File: config.mk
export PLATFORM = sky130hd
export DESIGN_NAME = ds_mbit_dac
export DESIGN_NICKNAME = d
export VERILOG_FILES = /design/src/rtl/ds_mbit_dac.sv
export SDC_FILE = /design/constraint.sdc
export NUM_CORES = 1
export LEC_CHECK = 0
export CORE_AREA = 2 2 150 123
export CTS_CLUSTER_DIAMETER = 80
export DETAILED_ROUTE_END_ITERATION = 8
export DIE_AREA = 0 0 152 125
export HOLD_SLACK_MARGIN = 0.08
export PLACE_DENSITY = 0.55
export RECOVER_POWER = 50
export SKIP_CTS_REPAIR_TIMING = 1
export SLEW_MARGIN = 20
export SYNTH_ARGS = -nofsm -noshare
export SYNTH_HDL_FRONTEND = slang
export SYNTH_SLANG_ARGS = --single-unit
File: constraint.sdc
create_clock -name clk -period 8.7 [get_ports clk]
set_input_delay 0.87 -clock clk [delete_from_list [all_inputs] [get_ports clk]]
set_output_delay 0.87 -clock clk [all_outputs]
set_load 0.05 [all_outputs]
File: src/rtl/ds_mbit_dac.sv
// Multi-bit delta-sigma modulator with 1st/2nd order selectable at run time. Saturating integrators set a sticky overload flag.
// A sample affects dout one cke after it is latched. There is no backpressure: state advances on every cke pulse.
module ds_mbit_dac #(
    parameter int DW    = 16,
    parameter int OBITS = 2,
    parameter int IW    = DW + 4
) (
    input  logic             clk,
    input  logic             rst_n,
    input  logic             cke,
    input  logic             order2,
    input  logic [DW-1:0]    din,
    output logic [OBITS-1:0] dout,
    output logic             ovl,
    input  logic             ovl_clr
);

    localparam int L  = 1 << OBITS;
    localparam int SW = IW + 2;

    localparam logic signed [SW-1:0] SUM_MAX = SW'((longint'(1) << (IW - 1)) - 1);
    localparam logic signed [SW-1:0] SUM_MIN = ~SUM_MAX;
    localparam logic signed [IW-1:0] INT_MAX = SUM_MAX[IW-1:0];
    localparam logic signed [IW-1:0] INT_MIN = ~INT_MAX;

    // Output level k, spread evenly across the full input range.
    function automatic logic signed [IW-1:0] lvl(input int k);
        longint span;
        longint val;
        span = (longint'(1) << DW) - 1;
        val  = -(longint'(1) << (DW - 1)) + (longint'(k) * span) / longint'(L - 1);
        return IW'(val);
    endfunction

    // Decision threshold between levels k-1 and k, rounded towards minus infinity.
    function automatic logic signed [IW-1:0] thr(input int k);
        return IW'((longint'(lvl(k - 1)) + longint'(lvl(k))) >>> 1);
    endfunction

    logic signed [DW-1:0] din_reg;
    logic signed [IW-1:0] s1;
    logic signed [IW-1:0] s2;
    logic                 ord_q;

    logic signed [IW-1:0] q;
    logic signed [IW-1:0] v;
    logic signed [SW-1:0] sum1;
    logic signed [SW-1:0] sum2;
    logic signed [IW-1:0] s1n;
    logic signed [IW-1:0] s2n;
    logic                 c1;
    logic                 c2;
    logic                 mode_sw;
    logic                 clamp;

    always_comb begin
        q    = ord_q ? s2 : s1;
        dout = '0;
        for (int k = 1; k < L; k++) begin
            if (thr(k) < q) begin
                dout = dout + OBITS'(1);
            end
        end
    end

    always_comb begin
        v = lvl(0);
        for (int k = 1; k < L; k++) begin
            if (dout == OBITS'(k)) begin
                v = lvl(k);
            end
        end
    end

    // Sums carry two guard bits so the clamp sees the true overshoot.
    always_comb begin
        sum1 = {{2{s1[IW-1]}}, s1} + {{(SW-DW){din_reg[DW-1]}}, din_reg} - {{2{v[IW-1]}}, v};
        c1   = (sum1 > SUM_MAX) || (sum1 < SUM_MIN);
        if (sum1 > SUM_MAX) begin
            s1n = INT_MAX;
        end else if (sum1 < SUM_MIN) begin
            s1n = INT_MIN;
        end else begin
            s1n = sum1[IW-1:0];
        end

        // Second stage integrates the freshly updated first stage.
        sum2 = {{2{s2[IW-1]}}, s2} + {{2{s1n[IW-1]}}, s1n} - {{2{v[IW-1]}}, v};
        c2   = (sum2 > SUM_MAX) || (sum2 < SUM_MIN);
        if (sum2 > SUM_MAX) begin
            s2n = INT_MAX;
        end else if (sum2 < SUM_MIN) begin
            s2n = INT_MIN;
        end else begin
            s2n = sum2[IW-1:0];
        end

        mode_sw = (order2 != ord_q);
        clamp   = !mode_sw && (c1 || (ord_q && c2));
    end

    always_ff @(posedge clk or negedge rst_n) begin
        if (!rst_n) begin
            din_reg <= '0;
            s1      <= '0;
            s2      <= '0;
            ord_q   <= 1'b0;
            ovl     <= 1'b0;
        end else begin
            if (cke) begin
                din_reg <= din;
                if (mode_sw) begin
                    ord_q <= order2;
                    s1    <= '0;
                    s2    <= '0;
                end else begin
                    s1 <= s1n;
                    s2 <= ord_q ? s2n : '0;
                end
            end
            if (cke && clamp) begin
                ovl <= 1'b1;
            end else if (ovl_clr) begin
                ovl <= 1'b0;
            end
        end
    end

endmodule

==> results of run 1 <==
[per-layer routing]
metal	wire length [um]	vias up	track usage
li1	-	2492	-
met1	7930	2559	0.249
met2	7820	93	0.295
met3	759	22	0.0381
met4	224	0	0.0412
met5	0	-	0
[final cells by class]
| type | instances | area share |
|---|---|---|
| Multi-Input combinational cell | 510 | 0.613 |
| Timing Repair Buffer | 40 | 0.0501 |
| Inverter | 70 | 0.0383 |
| Clock buffer | 11 | 0.0339 |
| Sequential cell | 58 | 0.211 |
| Clock inverter | 5 | 0.0115 |
| Tap cell | 230 | 0.0419 |
[per-stage QoR]
stage	worst slack [ns]	setup TNS (ns)	hold slack [ns]
2_1_floorplan	0.635	0	0.487
3_3_place_gp	0.418	0	0.516
3_5_place_dp	0.140	0	0.510
4_1_cts	0.103	0	0.526
5_1_grt	-0.0101	-0.0148	0.536
6_report	0.512	0	0.519
[critical path, delay by kind of cell (launching register included)]
kind            cells  cell delay, ns
simple gates        3            0.54
flops               1            0.43
buf+inv             4            0.55
fa+ha+maj           5            1.97
compound gates     21            4.53
[cells in the mapped netlist, drive strengths merged (3+ instances only)]
master	n	area, um^2
ha	58	726
clkbuf	20	76.3
nand4	5	31.3
o21a	3	22.5
nand3	12	60.1
a21boi	6	45.0
a21oi	49	253
xor2	17	149
o2111ai	5	43.8
a2111oi	3	26.3
fa	26	521
o21ai	44	220
a31oi	9	56.3
nand2	50	188
a211o	4	35.0
a221o	5	50.1
mux2	15	169
or4	3	22.5
o211ai	7	52.6
dfrtp	58	1450
a21o	29	218
nand2b	10	62.6
inv	70	263
and4	5	43.8
o311ai	17	149
and3	6	37.5
o21bai	9	67.6
xnor2	34	298
o32ai	3	26.3
buf	8	47.5
nor2b	6	37.5
o221ai	17	211
nor3	5	30.0
nor2	18	67.6
[how the worst max path moves through the flow]
stage               startpoint     end  slack [ns]
finish                   s2[2]  s2[12]        0.51
CTS                      s2[1]  s2[17]        0.10
floorplan                s2[1]  s2[13]        0.63
detailed placement       s2[2]  s2[17]        0.14
global route             s2[2]  s2[16]       -0.01
global placement         s2[2]  s2[12]        0.42
[logic make-up after synthesis]
group | after synthesis | share of synthesized area
xor+xnor | 51 | 0.0743
fa+ha+maj | 84 | 0.207
flops | 58 | 0.242
compound gates | 230 | 0.276
simple gates | 130 | 0.108
buf+inv | 98 | 0.0643
mux | 15 | 0.0281
==> run_results.csv, run 1 <==
group,metric,value,unit
cells_and_area,layout.cells.most_common,"sky130_fd_sc_hd__inv_1",
hold_path,hp-start,"din_reg[0]",
sta,slew_headroom,-1.33,
die,floorplan.initialDensity,0.340,
clock_network,number_of_buffers_on_the_longest_clock_path,2,
sta,hold_violations,0,
setup_path,setup.worst_path.class,"reg -> reg",
setup_path,timing.critical_path.from_type,"register",
global_route,antenna_violations_before_repair,0,
die,design.die.area,19000,um^2
placement,count_of_port_buffers_added_during_placement,23,
cells_and_area,core_utilization_of_the_finished_layout,0.388,
sta,timing_worst_slew_pin_value,3.49,ns
yosys,post_synthesis_cells,666,
global_route,grt_overall_usage,0.181,
setup_path,reg2regPathDepth,33,
routing,firstDrtPassIters,4,
routing,route.final.wire_length,16700,um
setup_path,critical_path_required,8.91,ns
run,maxcap_viol_count,1,
global_route,first_pass_grt_wire_length,27800,um
cells_and_area,fin_area,6860,um^2
die,core,17700,um^2
cells_and_area,layout.filler_cells,1785,
yosys,number_of_synthesized_flops_with_an_enable_pin,0,
cells_and_area,seq_area,1450,um^2
die,die_x,152,um
setup_path,worst_setup_path_end_kind,"register",
cells_and_area,leading_cell_types_in_the_layout_fill_and_taps_excluded,"sky130_fd_sc_hd__inv_1 (68), sky130_fd_sc_hd__dfrtp_1 (58), sky130_fd_sc_hd__ha_1 (57)",
routing,drt_first_iter_violations,465,
clock_network,clock_sink_count,58,
yosys,synth_top_flop_cell,"sky130_fd_sc_hd__dfrtp_1",
hold_path,min_delay_worst_endpoint,"din_reg[0]",
clock_network,clk_root_buffer_cell,"sky130_fd_sc_hd__clkbuf_16",
placement,dp_cells,906,
sta,finalMaxSlewViolations,59,
hold_path,worst_hold_path.num_cells,1,
clock_network,cts_tree,"built",
die,dieHeight,125,um
cells_and_area,nets,794,
placement,placed_cell_area,6500,um^2
setup_path,timing.rr.end,"s2[12]",
routing,route.detailed.wl_per_inst,18.1,um
run_status,run_status,"complete, but fails checks",
clock_network,htree_levels,3,
cells_and_area,multiInputGateArea,4210,um^2
placement,place_hpwl,12500,um
cells_and_area,post_route_cells_drive_above_1_share,0.102,
run_status,violations,"capacitance limit, slew limit",
yosys,synth_area,6010,um^2
yosys,ys_ff_latch,58,
yosys,synth_cell_type_count,64,
setup_path,crit_slowest_cell,"sky130_fd_sc_hd__fa_1",
clock_network,cts_made_buffers,9,
cells_and_area,final-instance-count-excl-fill,924,
die,io_pins,24,
routing,vias,5166,
die,standard_cell_rows,44,
sta,final.period_utilization,0.941,
yosys,yosysSeqAreaShare,0.242,
setup_path,critical_path_peak_fanout,19,
setup_path,critPathMaxStageDelay,0.53,ns
cells_and_area,antenna_cells,0,
cells_and_area,layout-area-overhead-vs-synth,14.2,%
sta,max_clock_freq,0.122,GHz
setup_path,worst-endpoint-arrival,8.40,ns
clock_network,cts.reportedPaths.clkPinSlew,0.06,ns
setup_path,setup_slack_on_the_worst_flop_to_flop_path,0.51,ns
yosys,syn_nets,771,
global_route,via_count_of_the_first_global_routing_pass,5269,
yosys,total_of_warnings_raised_by_yosys,0,
sta,final_setup_vio_count,0,
setup_path,crit-reg2reg-launch,"s2[2]",
yosys,synth_async_sr_flop_share,1.00,
routing,remaining_drc_errors,0,
placement,gp_routability_congestion,0.875,
sta,worst_clock_skew,0.00869,ns
routing,avgViaCountPerCell,5.59,
hold_path,holdCritPathClass,"reg -> reg",
routing,ant_nets,0,
yosys,postSynthAreaPerCell,9.02,um^2
global_route,largest_net_degree_at_the_start_of_global_routing,59,
clock_network,insertion_delay,0.35,ns
global_route,gr-total-overflow,0,
sta,min_period,8.19,ns
Power of run 1 is not shown: default switching activity piles up to over one toggle a cycle in this logic, so the estimate is an artifact.
==> inputs of run 2 (changes only) <==
--- a/config.mk
+++ b/config.mk
@@ -5,12 +5,14 @@
 export SDC_FILE = /design/constraint.sdc
 export NUM_CORES = 1
 export LEC_CHECK = 0
+export CELL_PAD_IN_SITES_DETAIL_PLACEMENT = 1
+export CELL_PAD_IN_SITES_GLOBAL_PLACEMENT = 1
 export CORE_AREA = 2 2 150 123
 export CTS_CLUSTER_DIAMETER = 80
 export DETAILED_ROUTE_END_ITERATION = 8
 export DIE_AREA = 0 0 152 125
 export HOLD_SLACK_MARGIN = 0.08
-export PLACE_DENSITY = 0.55
+export PLACE_DENSITY = 0.66
 export RECOVER_POWER = 50
 export SKIP_CTS_REPAIR_TIMING = 1
 export SLEW_MARGIN = 20
==> run 2 against run 1 <==
Effect of this change: the flow still finishes with violations (capacitance limit, slew limit); flip-flop and latch count is the same; via count grew 3.2%; fmax shrank 0.94%; non-clock buffer count grew 6; global-route usage grew 1.5 points; worst setup slack lost 0.078 ns; hold slack gained 0.034 ns; core utilization grew 1.3 points; die area is the same; routed wire length grew 12%.
==> run_results.csv, run 2 (synthesized netlist as in run 1, its figures left out) <==
group,metric,value,unit
sta,worst_clock_skew,0.00719,ns
hold_path,holdCritPathClass,"reg -> reg",
setup_path,critical_path_required,8.90,ns
clock_network,clock_sink_count,58,
routing,drt_first_iter_violations,379,
routing,route.final.wire_length,18700,um
setup_path,worst_setup_path_end_kind,"register",
routing,route.detailed.wl_per_inst,20.1,um
die,die_x,152,um
sta,timing_worst_slew_pin_value,3.51,ns
clock_network,cts.reportedPaths.clkPinSlew,0.06,ns
clock_network,insertion_delay,0.34,ns
clock_network,number_of_buffers_on_the_longest_clock_path,2,
routing,avgViaCountPerCell,5.72,
setup_path,setup.worst_path.class,"reg -> reg",
placement,count_of_port_buffers_added_during_placement,23,
clock_network,cts_tree,"built",
sta,fin_setup_tns,0,ns
sta,final_setup_vio_count,0,
routing,ant_nets,0,
cells_and_area,leading_cell_types_in_the_layout_fill_and_taps_excluded,"sky130_fd_sc_hd__inv_1 (69), sky130_fd_sc_hd__dfrtp_1 (58), sky130_fd_sc_hd__ha_1 (57)",
sta,final.period_utilization,0.950,
die,dieHeight,125,um
clock_network,clk_root_buffer_cell,"sky130_fd_sc_hd__clkbuf_16",
setup_path,critPathMaxStageDelay,0.51,ns
global_route,via_count_of_the_first_global_routing_pass,5710,
placement,gp_routability_congestion,0.840,
global_route,first_pass_grt_wire_length,30200,um
cells_and_area,post_route_cells_drive_above_1_share,0.140,
run_status,violations,"capacitance limit, slew limit",
placement,place_hpwl,13800,um
global_route,grt_overall_usage,0.196,
cells_and_area,layout-area-overhead-vs-synth,18.0,%
setup_path,critical_path_peak_fanout,9,
routing,firstDrtPassIters,6,
sta,max_clock_freq,0.121,GHz
die,core,17700,um^2
die,standard_cell_rows,44,
global_route,gr-total-overflow,0,
clock_network,cts_made_buffers,9,
sta,slew_headroom,-1.34,
sta,min_period,8.27,ns
routing,remaining_drc_errors,0,
global_route,largest_net_degree_at_the_start_of_global_routing,59,
routing,vias,5332,
placement,dp_worst_setup_slack,-0.443,ns
die,design.die.area,19000,um^2
die,floorplan.initialDensity,0.340,
die,io_pins,24,
cells_and_area,nets,802,
sta,setup_ws,0.434,ns
setup_path,timing.critical_path.from_type,"register",
run,maxcap_viol_count,2,
setup_path,crit_slowest_cell,"sky130_fd_sc_hd__fa_1",
cells_and_area,layout.cells.most_common,"sky130_fd_sc_hd__inv_1",
sta,hold_violations,0,
global_route,antenna_violations_before_repair,0,
sta,finalMaxSlewViolations,100,
clock_network,htree_levels,3,
setup_path,worst-endpoint-arrival,8.47,ns
cells_and_area,antenna_cells,0,
run_status,run_status,"complete, but fails checks",
[run 2: final cells by class]
| class | count | area (um^2) |
|---|---|---|
| tap | 230 | 288 |
| sequential | 58 | 1450 |
| timing repair buffer | 46 | 395 |
| clock buffer | 9 | 225 |
| inverter | 70 | 263 |
| multi-input combinational | 512 | 4370 |
| clock inverter | 7 | 101 |
| fill | 2029 | 10600 |
[run 2: final timing paths]
| kind | start | slack (ns) | end | depth (start not counted) |
|---|---|---|---|---|
| worst max-delay path | s2[1] | 0.43 | s2[4] | 33 |
| worst min-delay path | din_reg[7] | 0.55 | din_reg[7] | 1 |
| worst max register to register | s2[1] | 0.43 | s2[4] | 33 |
| worst min register to register | din_reg[7] | 0.55 | din_reg[7] | 1 |
| max in group asynchronous | rst_n | 4.91 | s2[13] | 2 |
| min in group asynchronous | rst_n | 1.83 | din_reg[1] | 2 |
[run 2: routing by layer]
metal  vias to the layer above  wire length (um)  track usage
li1                       2505                 -            -
met1                      2727              9110        0.274
met2                        86              8900        0.326
met3                        14               523       0.0295
met4                         0               165       0.0407
met5                         -                 0            0
[run 2: critical path: cells and delay by family (launching register included)]
| kind | cells | cell delay, ns |
|---|---|---|
| adder cells (fa/ha/maj) | 5 | 1.71 |
| flip-flops | 1 | 0.44 |
| AND/OR/NAND/NOR | 4 | 0.77 |
| AO/OA/AOI/OAI | 18 | 4.21 |
| buffers and inverters | 4 | 0.55 |
| XOR/XNOR | 2 | 0.44 |
[run 2: per-stage QoR]
step,instances,hold slack (ns),utilization,area (um^2)
global placement,904,0.539,0.367,6490
floorplan,666,0.487,-,6010
CTS,920,0.556,0.386,6820
finish,932,0.554,0.401,7090
global route,932,0.589,0.401,7090
detailed placement,904,0.542,0.367,6490
Power of run 2 is left out for the same reason.
==> inputs of run 3 (changes only) <==
--- a/config.mk
+++ b/config.mk
@@ -12,6 +12,7 @@
 export DETAILED_ROUTE_END_ITERATION = 8
 export DIE_AREA = 0 0 152 125
 export HOLD_SLACK_MARGIN = 0.08
+export MAX_ROUTING_LAYER = met4
 export PLACE_DENSITY = 0.66
 export RECOVER_POWER = 50
 export SKIP_CTS_REPAIR_TIMING = 1
==> constraint.sdc (replaced) <==
create_clock -name clk -period 8.7 [get_ports clk]
set_input_delay 1.74 -clock clk [delete_from_list [all_inputs] [get_ports clk]]
set_output_delay 1.74 -clock clk [all_outputs]
set_load 0.05 [all_outputs]
==> run 3 against run 2 <==
Effect of this change: global-route usage is 1.0 points higher; register-to-register slack better by 0.04 ns; die area did not move; non-clock buffer count fell by 8; the run still ends with capacitance limit, slew limit left; final cell count is 1.1% lower.
==> run_results.csv, run 3 (synthesized netlist as in run 1, its figures left out) <==
group,metric,value,unit
run_status,run_status,"complete, but fails checks",
run_status,violations,"capacitance limit, slew limit",
placement,gp_routability_congestion,0.862,
sta,slew_headroom,-1.31,
placement,place_hpwl,13800,um
routing,firstDrtPassIters,4,
sta,hold-worst-slack,0.547,ns
routing,avgViaCountPerCell,5.57,
placement,dp_cells,903,
cells_and_area,multiInputGateArea,4230,um^2
setup_path,worst-endpoint-arrival,8.44,ns
cells_and_area,final-instance-count-excl-fill,922,
global_route,grt_overall_usage,0.207,
setup_path,crit_path_start,"s2[2]",
die,die_x,152,um
routing,ant_nets,0,
setup_path,critical_path_peak_fanout,17,
hold_path,hp-start,"din_reg[0]",
cells_and_area,post_route_cells_drive_above_1_share,0.108,
run,maxcap_viol_count,2,
clock_network,htree_levels,3,
setup_path,crit_slowest_cell,"sky130_fd_sc_hd__fa_1",
clock_network,insertion_delay,0.35,ns
sta,max_clock_freq,0.122,GHz
cells_and_area,layout.cells.most_common,"sky130_fd_sc_hd__inv_1",
routing,drt_first_iter_violations,385,
die,dieHeight,125,um
hold_path,holdCritPathClass,"reg -> reg",
global_route,largest_net_degree_at_the_start_of_global_routing,59,
cells_and_area,fin_area,6890,um^2
routing,vias,5133,
clock_network,cts_made_buffers,9,
die,io_pins,24,
cells_and_area,layout-area-overhead-vs-synth,14.6,%
global_route,antenna_violations_before_repair,0,
clock_network,clock_sink_count,58,
setup_path,worst_setup_path_end_kind,"register",
setup_path,timing.critical_path.from_type,"register",
placement,count_of_port_buffers_added_during_placement,23,
sta,final_setup_vio_count,0,
setup_path,reg2regPathDepth,34,
sta,finalMaxSlewViolations,100,
setup_path,crit-reg2reg-launch,"s2[2]",
placement,placed_cell_area,6480,um^2
clock_network,cts.reportedPaths.clkPinSlew,0.05,ns
die,design.die.area,19000,um^2
cells_and_area,antenna_cells,0,
routing,remaining_drc_errors,0,
sta,final.period_utilization,0.945,
sta,hold_violations,0,
global_route,first_pass_grt_wire_length,30500,um
die,floorplan.initialDensity,0.340,
hold_path,worst_hold_path.num_cells,1,
clock_network,cts_tree,"built",
cells_and_area,layout.filler_cells,2020,
die,core,17700,um^2
global_route,gr-total-overflow,0,
routing,route.detailed.wl_per_inst,19.8,um
global_route,via_count_of_the_first_global_routing_pass,5605,
setup_path,critical_path_required,8.91,ns
setup_path,timing.rr.end,"s2[13]",
sta,worst_clock_skew,0.00797,ns
clock_network,number_of_buffers_on_the_longest_clock_path,2,
setup_path,setup_slack_on_the_worst_flop_to_flop_path,0.48,ns
setup_path,critPathMaxStageDelay,0.53,ns
sta,rsz0062_at_grt,"false",
clock_network,clk_root_buffer_cell,"sky130_fd_sc_hd__clkbuf_16",
hold_path,min_delay_worst_endpoint,"din_reg[0]",
die,standard_cell_rows,44,
setup_path,setup.worst_path.class,"reg -> reg",
sta,timing_worst_slew_pin_value,3.47,ns
cells_and_area,nets,792,
cells_and_area,seq_area,1450,um^2
sta,min_period,8.22,ns
routing,route.final.wire_length,18300,um
cells_and_area,leading_cell_types_in_the_layout_fill_and_taps_excluded,"sky130_fd_sc_hd__inv_1 (69), sky130_fd_sc_hd__dfrtp_1 (58), sky130_fd_sc_hd__ha_1 (57)",
## run 3: layout make-up
type | count | area share
multi-input combinational | 510 | 0.614
timing repair buffer | 38 | 0.0523
tap | 230 | 0.0418
clock buffer | 11 | 0.0352
sequential | 58 | 0.211
inverter | 70 | 0.0382
clock inverter | 5 | 0.00781
## run 3: worst max-delay path by stage
| stage | to | slack (ns) | cells past startpoint |
|---|---|---|---|
| 6_report | s2[13] | 0.48 | 34 |
| 5_1_grt | s2[5] | 0.01 | 33 |
| 4_1_cts | s2[4] | -0.34 | 32 |
| 3_5_place_dp | s2[7] | -0.29 | 32 |
| 3_3_place_gp | s2[9] | 0.08 | 35 |
| 2_1_floorplan | s2[13] | 0.63 | 35 |
## run 3: layer usage
metal / share of wire / GRT usage / up-vias
met3: 0.036 / 0.0367 / 13
met4: 0.011 / 0.0352 / 0
met5: 0 / - / -
met1: 0.48 / 0.274 / 2570
met2: 0.48 / 0.338 / 70
li1: - / - / 2480
## run 3: stage by stage
| step | utilization | setup WS (ns) | TNS [ns] |
|---|---|---|---|
| global placement | 0.367 | 0.0772 | 0 |
| finish | 0.390 | 0.479 | 0 |
| CTS | 0.384 | -0.344 | -5.82 |
| global route | 0.390 | 0.0132 | 0 |
| floorplan | - | 0.635 | 0 |
| detailed placement | 0.367 | -0.287 | -5.01 |
## run 3: critical path: cells and delay by family, from the launching register on
family	cells	cell delay, ns
simple gates	3	0.36
buf+inv	4	0.65
fa+ha+maj	5	1.91
flops	1	0.44
xor+xnor	2	0.41
compound gates	20	4.29
Power of run 3 is left out for the same reason.
